--- src/rtl/ha_array_seq_accum.sv ---
// Sequencing controller for the 8x8 approximate multiplier front-end.
// It accepts one operand pair, latches the pair for the combinational
// front-end, and captures the four half-adder row pairs. It then folds those
// rows into a 17-bit accumulator through one shared adder over several cycles,
// and hands out a saturated 16-bit product.
module ha_array_seq_accum #(
  parameter int ROWS_PER_CYCLE = 1
) (
  input  logic        clk,
  input  logic        rst,
  input  logic        in_valid,
  output logic        in_ready,
  input  logic [7:0]  in_x,
  input  logic [7:0]  in_y,
  output logic [7:0]  mul_x,
  output logic [7:0]  mul_y,
  input  logic [6:0]  ha_array_0_b,
  input  logic [8:0]  ha_array_0_t,
  input  logic [6:0]  ha_array_1_b,
  input  logic [8:0]  ha_array_1_t,
  input  logic [6:0]  ha_array_2_b,
  input  logic [8:0]  ha_array_2_t,
  input  logic [6:0]  ha_array_3_b,
  input  logic [8:0]  ha_array_3_t,
  output logic        out_valid,
  input  logic        out_ready,
  output logic [15:0] out_p,
  output logic        out_sat,
  output logic        busy
);

  // Number of accumulation cycles, and the step index of the final add.
  localparam int         NUM_STEPS = 4 / ROWS_PER_CYCLE;
  localparam logic [1:0] LAST_STEP = 2'(NUM_STEPS - 1);

  typedef enum logic [1:0] {IDLE, LOAD, ACCUM, DONE} state_t;

  state_t      state;
  logic [11:0] row_buf [4];
  logic [11:0] row_now [4];
  logic [16:0] acc;
  logic [16:0] add_term;
  logic [16:0] acc_next;
  logic [1:0]  step;

  // Weight each front-end row pair into one 12-bit row value (t + 4*b).
  always_comb begin
    row_now[0] = {3'b000, ha_array_0_t} + {3'b000, ha_array_0_b, 2'b00};
    row_now[1] = {3'b000, ha_array_1_t} + {3'b000, ha_array_1_b, 2'b00};
    row_now[2] = {3'b000, ha_array_2_t} + {3'b000, ha_array_2_b, 2'b00};
    row_now[3] = {3'b000, ha_array_3_t} + {3'b000, ha_array_3_b, 2'b00};
  end

  // Sum the buffered rows that belong to the current step, each at its 4^i weight.
  always_comb begin
    add_term = '0;
    for (int j = 0; j < 4; j++) begin
      if (2'(j / ROWS_PER_CYCLE) == step) begin
        add_term = add_term + ({5'b00000, row_buf[j]} << (2 * j));
      end
    end
    acc_next = acc + add_term;
  end

  // Handshake sequencing, row capture and accumulation with registered outputs.
  always_ff @(posedge clk) begin
    if (rst) begin
      state     <= IDLE;
      in_ready  <= 1'b1;
      out_valid <= 1'b0;
      out_p     <= '0;
      out_sat   <= 1'b0;
      busy      <= 1'b0;
      mul_x     <= '0;
      mul_y     <= '0;
      acc       <= '0;
      step      <= '0;
      for (int i = 0; i < 4; i++) begin
        row_buf[i] <= '0;
      end
    end else begin
      case (state)
        IDLE: begin
          if (in_valid) begin
            mul_x    <= in_x;
            mul_y    <= in_y;
            acc      <= '0;
            in_ready <= 1'b0;
            busy     <= 1'b1;
            state    <= LOAD;
          end
        end
        LOAD: begin
          for (int i = 0; i < 4; i++) begin
            row_buf[i] <= row_now[i];
          end
          step  <= '0;
          state <= ACCUM;
        end
        ACCUM: begin
          acc  <= acc_next;
          step <= step + 2'd1;
          if (step == LAST_STEP) begin
            out_valid <= 1'b1;
            out_sat   <= acc_next[16];
            out_p     <= acc_next[16] ? 16'hFFFF : acc_next[15:0];
            state     <= DONE;
          end
        end
        DONE: begin
          if (out_ready) begin
            out_valid <= 1'b0;
            in_ready  <= 1'b1;
            busy      <= 1'b0;
            state     <= IDLE;
          end
        end
        default: state <= IDLE;
      endcase
    end
  end

endmodule

--- config.mk ---
export PLATFORM = sky130hd
export DESIGN_NAME = ha_array_seq_accum
export DESIGN_NICKNAME = d
export VERILOG_FILES = /design/src/rtl/ha_array_seq_accum.sv
export SDC_FILE = /design/constraint.sdc
export NUM_CORES = 1
export LEC_CHECK = 0
export CELL_PAD_IN_SITES_DETAIL_PLACEMENT = 1
export CELL_PAD_IN_SITES_GLOBAL_PLACEMENT = 1
export CORE_MARGIN = 10
export CORE_UTILIZATION = 40
export DETAILED_ROUTE_END_ITERATION = 7
export PLACE_DENSITY = 0.85
export SLEW_MARGIN = 25
export SYNTH_ARGS = -nofsm -noshare
export SYNTH_HDL_FRONTEND = slang
export SYNTH_SLANG_ARGS = --single-unit
--- constraint.sdc ---
create_clock -name clk -period 9.1 [get_ports clk]
set_input_delay 2.275 -clock clk [delete_from_list [all_inputs] [get_ports clk]]
set_output_delay 2.275 -clock clk [all_outputs]
set_load 0.05 [all_outputs]
; Word level (Yosys, flattened, before mapping)
; Memory sizes are Yosys's and may differ from the RTL's.
; Cells that the tools add are included.
[totals]
ff_bits = 57
ram_bits = 40
in_bits = 84
out_inout_bits = 36
elab_cells = 75
memories = 1
[classes]
addsub = 9
n_eq_ne = 10
mux = 29
bitwise_logic = 4
reduce_logical = 12
[mem_list]
columns = name, words, word_bits, rd, rd_ports_with_merged_regs, wr, line_no
row1 = row_buf, 4, 10, 4, 0, 4, 39  ; logic [11:0] row_buf [4];
[ops]
columns = operator, n
row1 = two-way mux 17 bit, 4
row2 = adder 9 x 9 -> 10 bit, 4
row3 = two-way mux 10 bit, 4
row4 = adder 17 bit, 2
row5 = case mux 17 bit (2 select lines), 1
row6 = adder 17 x 14 -> 17 bit, 1
row7 = adder 17 x 16 -> 17 bit, 1
row8 = two-way mux 16 bit, 1
row9 = two-way mux 12 bit, 1
row10 = two-way mux 1 bit, 10
row11 = AND reduction 3 bit, 3
row12 = case mux 2 bit (4 select lines), 1
row13 = nonzero test 2 bit, 4
row14 = == test 2 bit (second input constant), 3
row15 = two-way mux 2 bit, 3
row16 = inequality test 2 bit (second input constant), 3
row17 = case mux 1 bit (2 select lines), 3
row18 = AND reduction 2 bit, 3
row19 = == test 2 bit (first input constant), 2
row20 = logical NOT 2 bit, 2
row21 = bitwise OR 1 bit, 4
row22 = case mux 2 bit (2 select lines), 1
row23 = adder 2 x 1 -> 2 bit (second input constant), 1
row24 = == test 1 x 2 -> 1 bit (first input constant), 1
row25 = == test 2 x 1 -> 1 bit (second input constant), 1

; Depth between registers and ports, before layout
; Gate-level depths: netlist of run 1.
[logic_depth]
ltp_word = 10
ltp_mapped = 41
ltp_nobuf = 38

; Worst setup path before layout of run 1
; OpenSTA, ideal clock, no wires.
[synth_path]
path_type = reg2reg
start = register step[0]
end = register out_p[10]
arrival_time_ns = 7.523
required_time_ns = 8.944
path_slack_ns = 1.421
stages_incl_launch_ff = 41
n_path_buf = 3
synth_period_minus_slack_ns = 7.679
path_cell_list = dfxtp_1 > inv_1 > ha_1 > buf_4 > clkbuf_1 > and2_1 > ha_1 > inv_1 > fa_1 > or2b_1 > a21oi_1 > o221ai_2 > maj3_1 > a32oi_1 > xnor2_1 > nand2_1 > o21ai_0 > ha_1 > [... 5 more ...] > o22ai_1 > nand2_1 > xor2_1 > mux2_2 > ha_1 > a21boi_0 > nor3_1 > o21bai_1 > a21oi_1 > nor3b_1 > xor2_1 > ha_1 > nand2_1 > o21ai_0 > xor2_1 > xnor2_2 > buf_6 > a311oi_2
[synth_between]
elab_chain_len = 10
elab_cells_between_ends = 15
cone_classes = add/sub (4) / eq/ne (4) / mux (5) / reduce/logical (2)
[synth_rtl]
columns = element, line_no
row1 = start: declaration, 44  ; logic [1:0] step;
row2 = start signal: assignment, 102  ; step <= step + 2'd1;
row3 = logical NOT 2 bit, 58  ; if (2'(j / ROWS_PER_CYCLE) == step) begin
row4 = two-way mux 12 bit, 58
row5 = adder 17 x 14 -> 17 bit, 59  ; add_term = add_term + ({5'b00000, row_buf[j]} << (2 * j));
row6 = two-way mux 17 bit, 58
row7 = adder 17 x 16 -> 17 bit, 59
row8 = two-way mux 17 bit, 58
row9 = adder 17 bit, 59
row10 = two-way mux 17 bit, 58
row11 = adder 17 bit, 62  ; acc_next = acc + add_term;
row12 = two-way mux 16 bit, 106  ; out_p <= acc_next[16] ? 16'hFFFF : acc_next[15:0];
row13 = end signal: assignment, 106
row14 = end: declaration, 27  ; output logic [15:0] out_p,
; Parallel ways exist; a longest one is shown, timed or not.
; A chain may end at the register's enable or synchronous reset.

; Worst setup path after layout of run 1
[layout_path]
start = register step[0]
end = register out_p[1]
; The elaborated chain is that of the path after synthesis.

==> results of run 1 <==
-- final timing paths --
kind	startpoint	end	cells past startpoint	slack [ps]
worst max-delay path	step[0]$_SDFFE_PP0P_	out_p[1]$_SDFFE_PP0P_	38	890
worst min-delay path	mul_y[4]$_SDFFE_PP0P_	mul_y[4]$_SDFFE_PP0P_	2	460
worst max register to register	step[0]$_SDFFE_PP0P_	out_p[1]$_SDFFE_PP0P_	38	890
worst min register to register	mul_y[4]$_SDFFE_PP0P_	mul_y[4]$_SDFFE_PP0P_	2	460
-- cells in the final DEF, fill, tap and decap left out, types with 3 or more instances in the layout --
cell             count
a21o_1              23
a21oi_1             74
a22oi_1              4
a311oi_1             8
a311oi_2             9
and2_1              20
and3_1               3
buf_4                5
clkbuf_16           10
clkdlybuf4s50_1    118
dfxtp_1             57
edfxtp_1            40
fa_1                 8
ha_1                70
inv_1               44
mux2_2              12
mux2i_1              4
nand2_1             75
nand2b_1            13
nand3_1             11
nor2_1              97
nor2b_1             23
nor3_1              17
nor3b_1              3
o21ai_0             34
o21bai_1             6
o22ai_1              3
xnor2_1             24
xor2_1              27
-- report_power, final --
group / internal (W) / switching [W] / leakage, nW / total, W
registers: 0.000547 / 0.0000659 / 0.887 / 0.000612
logic: 0.000309 / 0.000472 / 2.57 / 0.000781
clock network: 0.000230 / 0.000178 / 0.150 / 0.000408
-- critical path, delay by kind of cell, from the launching register on --
| family | cells | cell delay [ps] |
|---|---|---|
| muxes | 2 | 580 |
| and+or+nand+nor | 11 | 1760 |
| buffers and inverters | 3 | 400 |
| xor gates and xnor gates | 5 | 750 |
| DFF | 1 | 360 |
| AOI/OAI and AO/OA | 10 | 2100 |
| adders and majority gates | 7 | 2150 |
-- cells in the mapped netlist (3+ instances only) --
library cell	instances	area, sq um
o21ai_0	35	175
ha_1	71	888
nor3b_1	3	22.5
xnor2_1	24	210
o22ai_1	3	18.8
xor2_1	27	236
nand2b_1	13	81.3
a22oi_1	4	30.0
nor3_1	18	90.1
mux2_2	12	135
o21bai_1	6	45.0
fa_1	8	160
a21oi_1	74	370
mux2i_1	4	40.0
a311oi_2	9	135
dfxtp_1	57	1140
nand3_1	11	55.1
and3_1	3	18.8
a311oi_1	8	70.1
inv_1	44	165
a21o_1	23	173
nor2_1	97	364
edfxtp_1	40	1200
nand2_1	75	282
nor2b_1	24	150
clkbuf_1	24	90.1
and2_1	20	125
-- metal layers --
| layer | GRT usage [%] | wire [microns] | vias up |
|---|---|---|---|
| li1 | - | - | 3000 |
| met1 | 18.1 | 8180 | 2868 |
| met2 | 28.6 | 9400 | 95 |
| met3 | 3.19 | 740 | 21 |
| met4 | 4.54 | 307 | 0 |
| met5 | 0 | 0 | - |
-- through the flow --
stage               util [%]  worst slack [ps]  cell area (sq um)  hold slack [ps]  std cells
finish                  50.6               895               8720              455       1129
global route            50.6               118               8720              474       1129
CTS                     50.6               465               8710              458       1129
detailed placement      48.7               565               8400              449       1113
global placement        48.7              1000               8400              442       1113
floorplan                  -              1420               7020              461        793
-- layout make-up --
type | count | area, sq um
sequential | 97 | 2340
clock inverter | 6 | 62.6
multi-input combinational | 622 | 4390
timing repair buffer | 124 | 1220
fill | 2027 | 8510
tap | 225 | 282
clock buffer | 10 | 250
inverter | 45 | 169
-- state kept, by name, summed over array words and instances (netlist names) --
signal	count
row_buf	40
acc	17
out_p	16
mul_x	8
mul_y	8
state	2
step	2
busy	1
in_ready	1
out_sat	1
out_valid	1
-- kinds of logic (layout without fill, tap and decap cells) --
family                   after synthesis  count (layout)
multiplexers                          17              17
buffers and inverters                 74             185
flip-flops                            97              97
XOR/XNOR                              52              52
AO/OA/AOI/OAI                        199             199
AND/OR/NAND/NOR                      273             273
adder cells (fa/ha/maj)               81              81
-- what timing repair did --
item / in CTS / in global routing
setup buffers: 0 / 0
resized for setup: 0 / 3
endpoints found under the setup margin: 0 / 18
endpoints found under the hold margin: 0 / 0
==> flow_metrics.env, run 1 <==
export IMPL_fin_crit_sh_pct=90.2
export IMPL_dp_hpwl_microns=14500
export IMPL_setup_viol=0
export IMPL_maxCapViolCount=0
export IMPL_syn_area_sq_um=7020
export IMPL_end_kind="flop"
export IMPL_synth_area_mux_share_pct=2.71
export IMPL_cts_tree="yes"
export IMPL_synthSimpleGateAreaFrac_pct=17.9
export IMPL_drt_iter0_drc=294
export IMPL_hold_viol=0
export IMPL_num_rows=48
export IMPL_io_buffers=119
export IMPL_run_status="complete, no violations"
export IMPL_leakagePower_nw=3.61
export IMPL_syn_num_nets=956
export IMPL_die_y_microns=152
export IMPL_ant_nets=0
export IMPL_grt_ovfl_total=0
export IMPL_fin_skew_ps=10.2
export IMPL_timing_critical_path_arrival_ps=8470
export IMPL_tightest_slew_ps=969
export IMPL_min_path_type="reg -> reg"
export IMPL_rsz0062_at_grt="false"
export IMPL_dieArea_sq_um=23200
export IMPL_yosysSeqAreaShare_pct=33.4
export IMPL_antenna_found_initial=0
export IMPL_syn_to_final_growth_pct=24.3
export IMPL_synth_adder_area_share_pct=15.2
export IMPL_slew_headroom_pct=35.4
export IMPL_start_util_pct=40.7
export IMPL_cts_sinks=97
export IMPL_ys_flop_type="dfxtp_1"
export IMPL_ys_ff_latch=97
export IMPL_grt_pass1_vias=6523
export IMPL_power_w=0.00180
export IMPL_clk_root_buffer_cell="clkbuf_16"
export IMPL_slowest_stage="nor4_1"
export IMPL_final_min_clock_period_ps=8210
export IMPL_core_area_sq_um=17200
export IMPL_postRouteWirelength_microns=18600
export IMPL_irDropWorstVdd_uv=110
export IMPL_drv_slew=0
export IMPL_ctsHoldBuffers=0
export IMPL_htree_num_levels=3
export IMPL_fin_tns_setup_ps=0
export IMPL_critPathMaxStageDelay_ps=430
export IMPL_power_density_nw_per_um2=207
export IMPL_grt_pass1_wl_microns=31200
export IMPL_cts_buffers=9
export IMPL_yosys_warnings=0
export IMPL_grt_use_total_pct=15.7
export IMPL_drive_above_1_share_pct=7.08
export IMPL_gp_congestion=0.854
export IMPL_crit_path_max_fanout=18
export IMPL_synth_compound_area_share_pct=20.0
export IMPL_antenna_cells=0
export IMPL_clk_insertion_delay_late_ps=360
export IMPL_fp_dieW_microns=152
export IMPL_async_reset_ff_share_pct=0
export IMPL_final_nets=1062
export IMPL_vias=5984
export IMPL_synth_top_family_by_area="compound AO/OA/AOI/OAI gates"
export IMPL_syn_inst=793
export IMPL_grt_max_degree=64
export IMPL_via_per_inst=5.30
export IMPL_dr_pass1_iters=4
export IMPL_drc=0
export IMPL_clk_pin_slew_ps=70
export IMPL_criticalPathCategory="reg -> reg"
export IMPL_startpoint_type="flop"
export IMPL_required_ps=9360
export IMPL_post_drt_wl_per_cell_microns=16.5
export IMPL_synth_edf_count=40
export IMPL_max_freq_ghz=0.122
export IMPL_synth_xor_area_share_pct=6.60
export IMPL_pin_count=120
export IMPL_cts_buffer_depth=2
export IMPL_syn_area_per_cell_sq_um=8.85
export IMPL_yosysUniqueCellTypes=69
(Power assumes the default switching activity.)
==> run 2: changes to the inputs <==
CTS_CLUSTER_DIAMETER = 80   (was default)
GPL_ROUTABILITY_DRIVEN = 0   (was default)
==> results of run 2 <==
Final layout, timing and power as in run 1 (identical DEF).
==> run 3: changes to the inputs <==
DONT_BUFFER_PORTS = 1   (was default)
PLACE_DENSITY = 0.73   (was 0.85)
==> run 3 against run 2 <==
  * Critical path type unchanged
  * Clock skew hardly changed
  * Non-clock buffer count decreased by 121
  * Combinational power is 17% lower
  * Flip-flop and latch count unchanged
  * Critical endpoint is now out_p[2]$_SDFFE_PP0P_
==> flow_metrics.env, run 3 (same netlist as run 1, synthesis figures left out) <==
export IMPL_setup_viol=0
export IMPL_fp_dieW_microns=152
export IMPL_syn_to_final_growth_pct=7.10
export IMPL_fin_skew_ps=9.94
export IMPL_antenna_cells=0
export IMPL_postRouteWirelength_microns=18000
export IMPL_post_drt_wl_per_cell_microns=17.9
export IMPL_irDropWorstVdd_uv=101
export IMPL_pin_count=120
export IMPL_final_nets=941
export IMPL_postLayoutCellArea_sq_um=7510
export IMPL_final_common_cell="nor2_1"
export IMPL_hold_viol=0
export IMPL_cts_buffer_depth=2
export IMPL_crit_path_max_fanout=18
export IMPL_cts_buffers=9
export IMPL_startpoint_type="flop"
export IMPL_via_per_inst=5.55
export IMPL_clk_root_buffer_cell="clkbuf_16"
export IMPL_core_area_sq_um=17200
export IMPL_antenna_found_initial=0
export IMPL_run_status="complete, no violations"
export IMPL_cts_sinks=97
export IMPL_grt_use_total_pct=15.2
export IMPL_final_min_clock_period_ps=8400
export IMPL_placed_cell_area_sq_um=7190
export IMPL_max_freq_ghz=0.119
export IMPL_fillers=2017
export IMPL_critPathMaxStageDelay_ps=460
export IMPL_fin_crit_sh_pct=92.3
export IMPL_min_path_type="reg -> reg"
export IMPL_drt_iter0_drc=239
export IMPL_io_buffers=0
export IMPL_maxCapViolCount=0
export IMPL_dieArea_sq_um=23200
export IMPL_fin_tns_setup_ps=0
export IMPL_clk_pin_slew_ps=70
export IMPL_criticalPathCategory="reg -> reg"
export IMPL_start_util_pct=40.7
export IMPL_tightest_slew_ps=983
export IMPL_drive_above_1_share_pct=7.92
export IMPL_die_y_microns=152
export IMPL_largest_register_ffs=40
export IMPL_regArea_sq_um=2340
export IMPL_num_rows=48
export IMPL_drv_slew=0
export IMPL_timing_critical_path_arrival_ps=8660
export IMPL_multi_input_area_sq_um=4410
export IMPL_drc=0
export IMPL_largestRegisters="row_buf (40), acc (17), out_p (16)"
export IMPL_grt_max_degree=64
export IMPL_required_ps=9360
export IMPL_end_kind="flop"
export IMPL_grt_ovfl_total=0
export IMPL_finish_utilization_pct=43.6
export IMPL_regMostFlops="row_buf"
export IMPL_clk_insertion_delay_late_ps=360
export IMPL_final_cell_mix="97 x nor2_1, 75 x nand2_1, 74 x a21oi_1"
export IMPL_leakagePower_nw=3.15
export IMPL_power_density_nw_per_um2=225
export IMPL_grt_pass1_wl_microns=29900
export IMPL_ant_nets=0
export IMPL_htree_num_levels=3
export IMPL_cts_tree="yes"
export IMPL_dr_pass1_iters=4
export IMPL_dp_hpwl_microns=14200
export IMPL_slowest_stage="nor4_1"
export IMPL_vias=5595
export IMPL_grt_pass1_vias=6097
export IMPL_slew_headroom_pct=34.5
run 3: final timing paths:
check / to / depth (start not counted) / start / slack [ps]
worst max-delay path: out_p[2]$_SDFFE_PP0P_ / 38 / step[0]$_SDFFE_PP0P_ / 700
worst max register to register: out_p[2]$_SDFFE_PP0P_ / 38 / step[0]$_SDFFE_PP0P_ / 700
worst min-delay path: acc[5]$_SDFFE_PP0P_ / 2 / acc[5]$_SDFFE_PP0P_ / 500
worst min register to register: acc[5]$_SDFFE_PP0P_ / 2 / acc[5]$_SDFFE_PP0P_ / 500
run 3: final cells by class:
class	instances	share of cell area [%]
well taps	225	3.75
clock inverters	6	0.533
clock buffers	10	3.18
inverters	45	2.25
repair buffers	3	0.466
flip-flops and latches	97	31.2
multi-input cells	622	58.7
run 3: where the power goes:
| group | internal [W] | switching [W] | total, W | leakage (nW) |
|---|---|---|---|---|
| sequential | 0.000547 | 0.000127 | 0.000673 | 0.887 |
| combinational | 0.000253 | 0.000396 | 0.000648 | 2.12 |
| clock | 0.000194 | 0.000176 | 0.000370 | 0.140 |
| total | 0.000993 | 0.000699 | 0.00169 | 3.15 |
run 3: routing by layer:
layer	vias to the layer above	global-route usage, %	share of wire (%)
met1	2731	17.3	44
met5	-	0	0
met3	17	4.26	5.0
met2	93	27.1	49
met4	0	4.63	1.7
li1	2754	-	-
run 3: what timing repair did:
item | in CTS | in global routing
hold buffers | 0 | 0
gates resized for setup | 0 | 4
buffers inserted | 0 | 1
endpoints found under the setup margin | 0 | 18
run 3: stage by stage:
stage / total power (W) / std cells / hold WS (ps) / worst slack [ps]
2_1_floorplan: 0.00116 / 793 / 461 / 1420
4_1_cts: 0.00170 / 1007 / 502 / 6.24
5_1_grt: 0.00182 / 1008 / 539 / -17.4
3_5_place_dp: 0.00133 / 991 / 485 / 74.1
3_3_place_gp: 0.00128 / 991 / 474 / 663
6_report: 0.00169 / 1008 / 498 / 701
run 3: critical path, delay by kind of cell (launching register included):
kind | cells | cell delay [ps]
buffers and inverters | 3 | 340
and+or+nand+nor | 11 | 1770
DFF | 1 | 370
adders and majority gates | 7 | 2180
AOI/OAI and AO/OA | 10 | 2110
muxes | 2 | 590
xor gates and xnor gates | 5 | 920
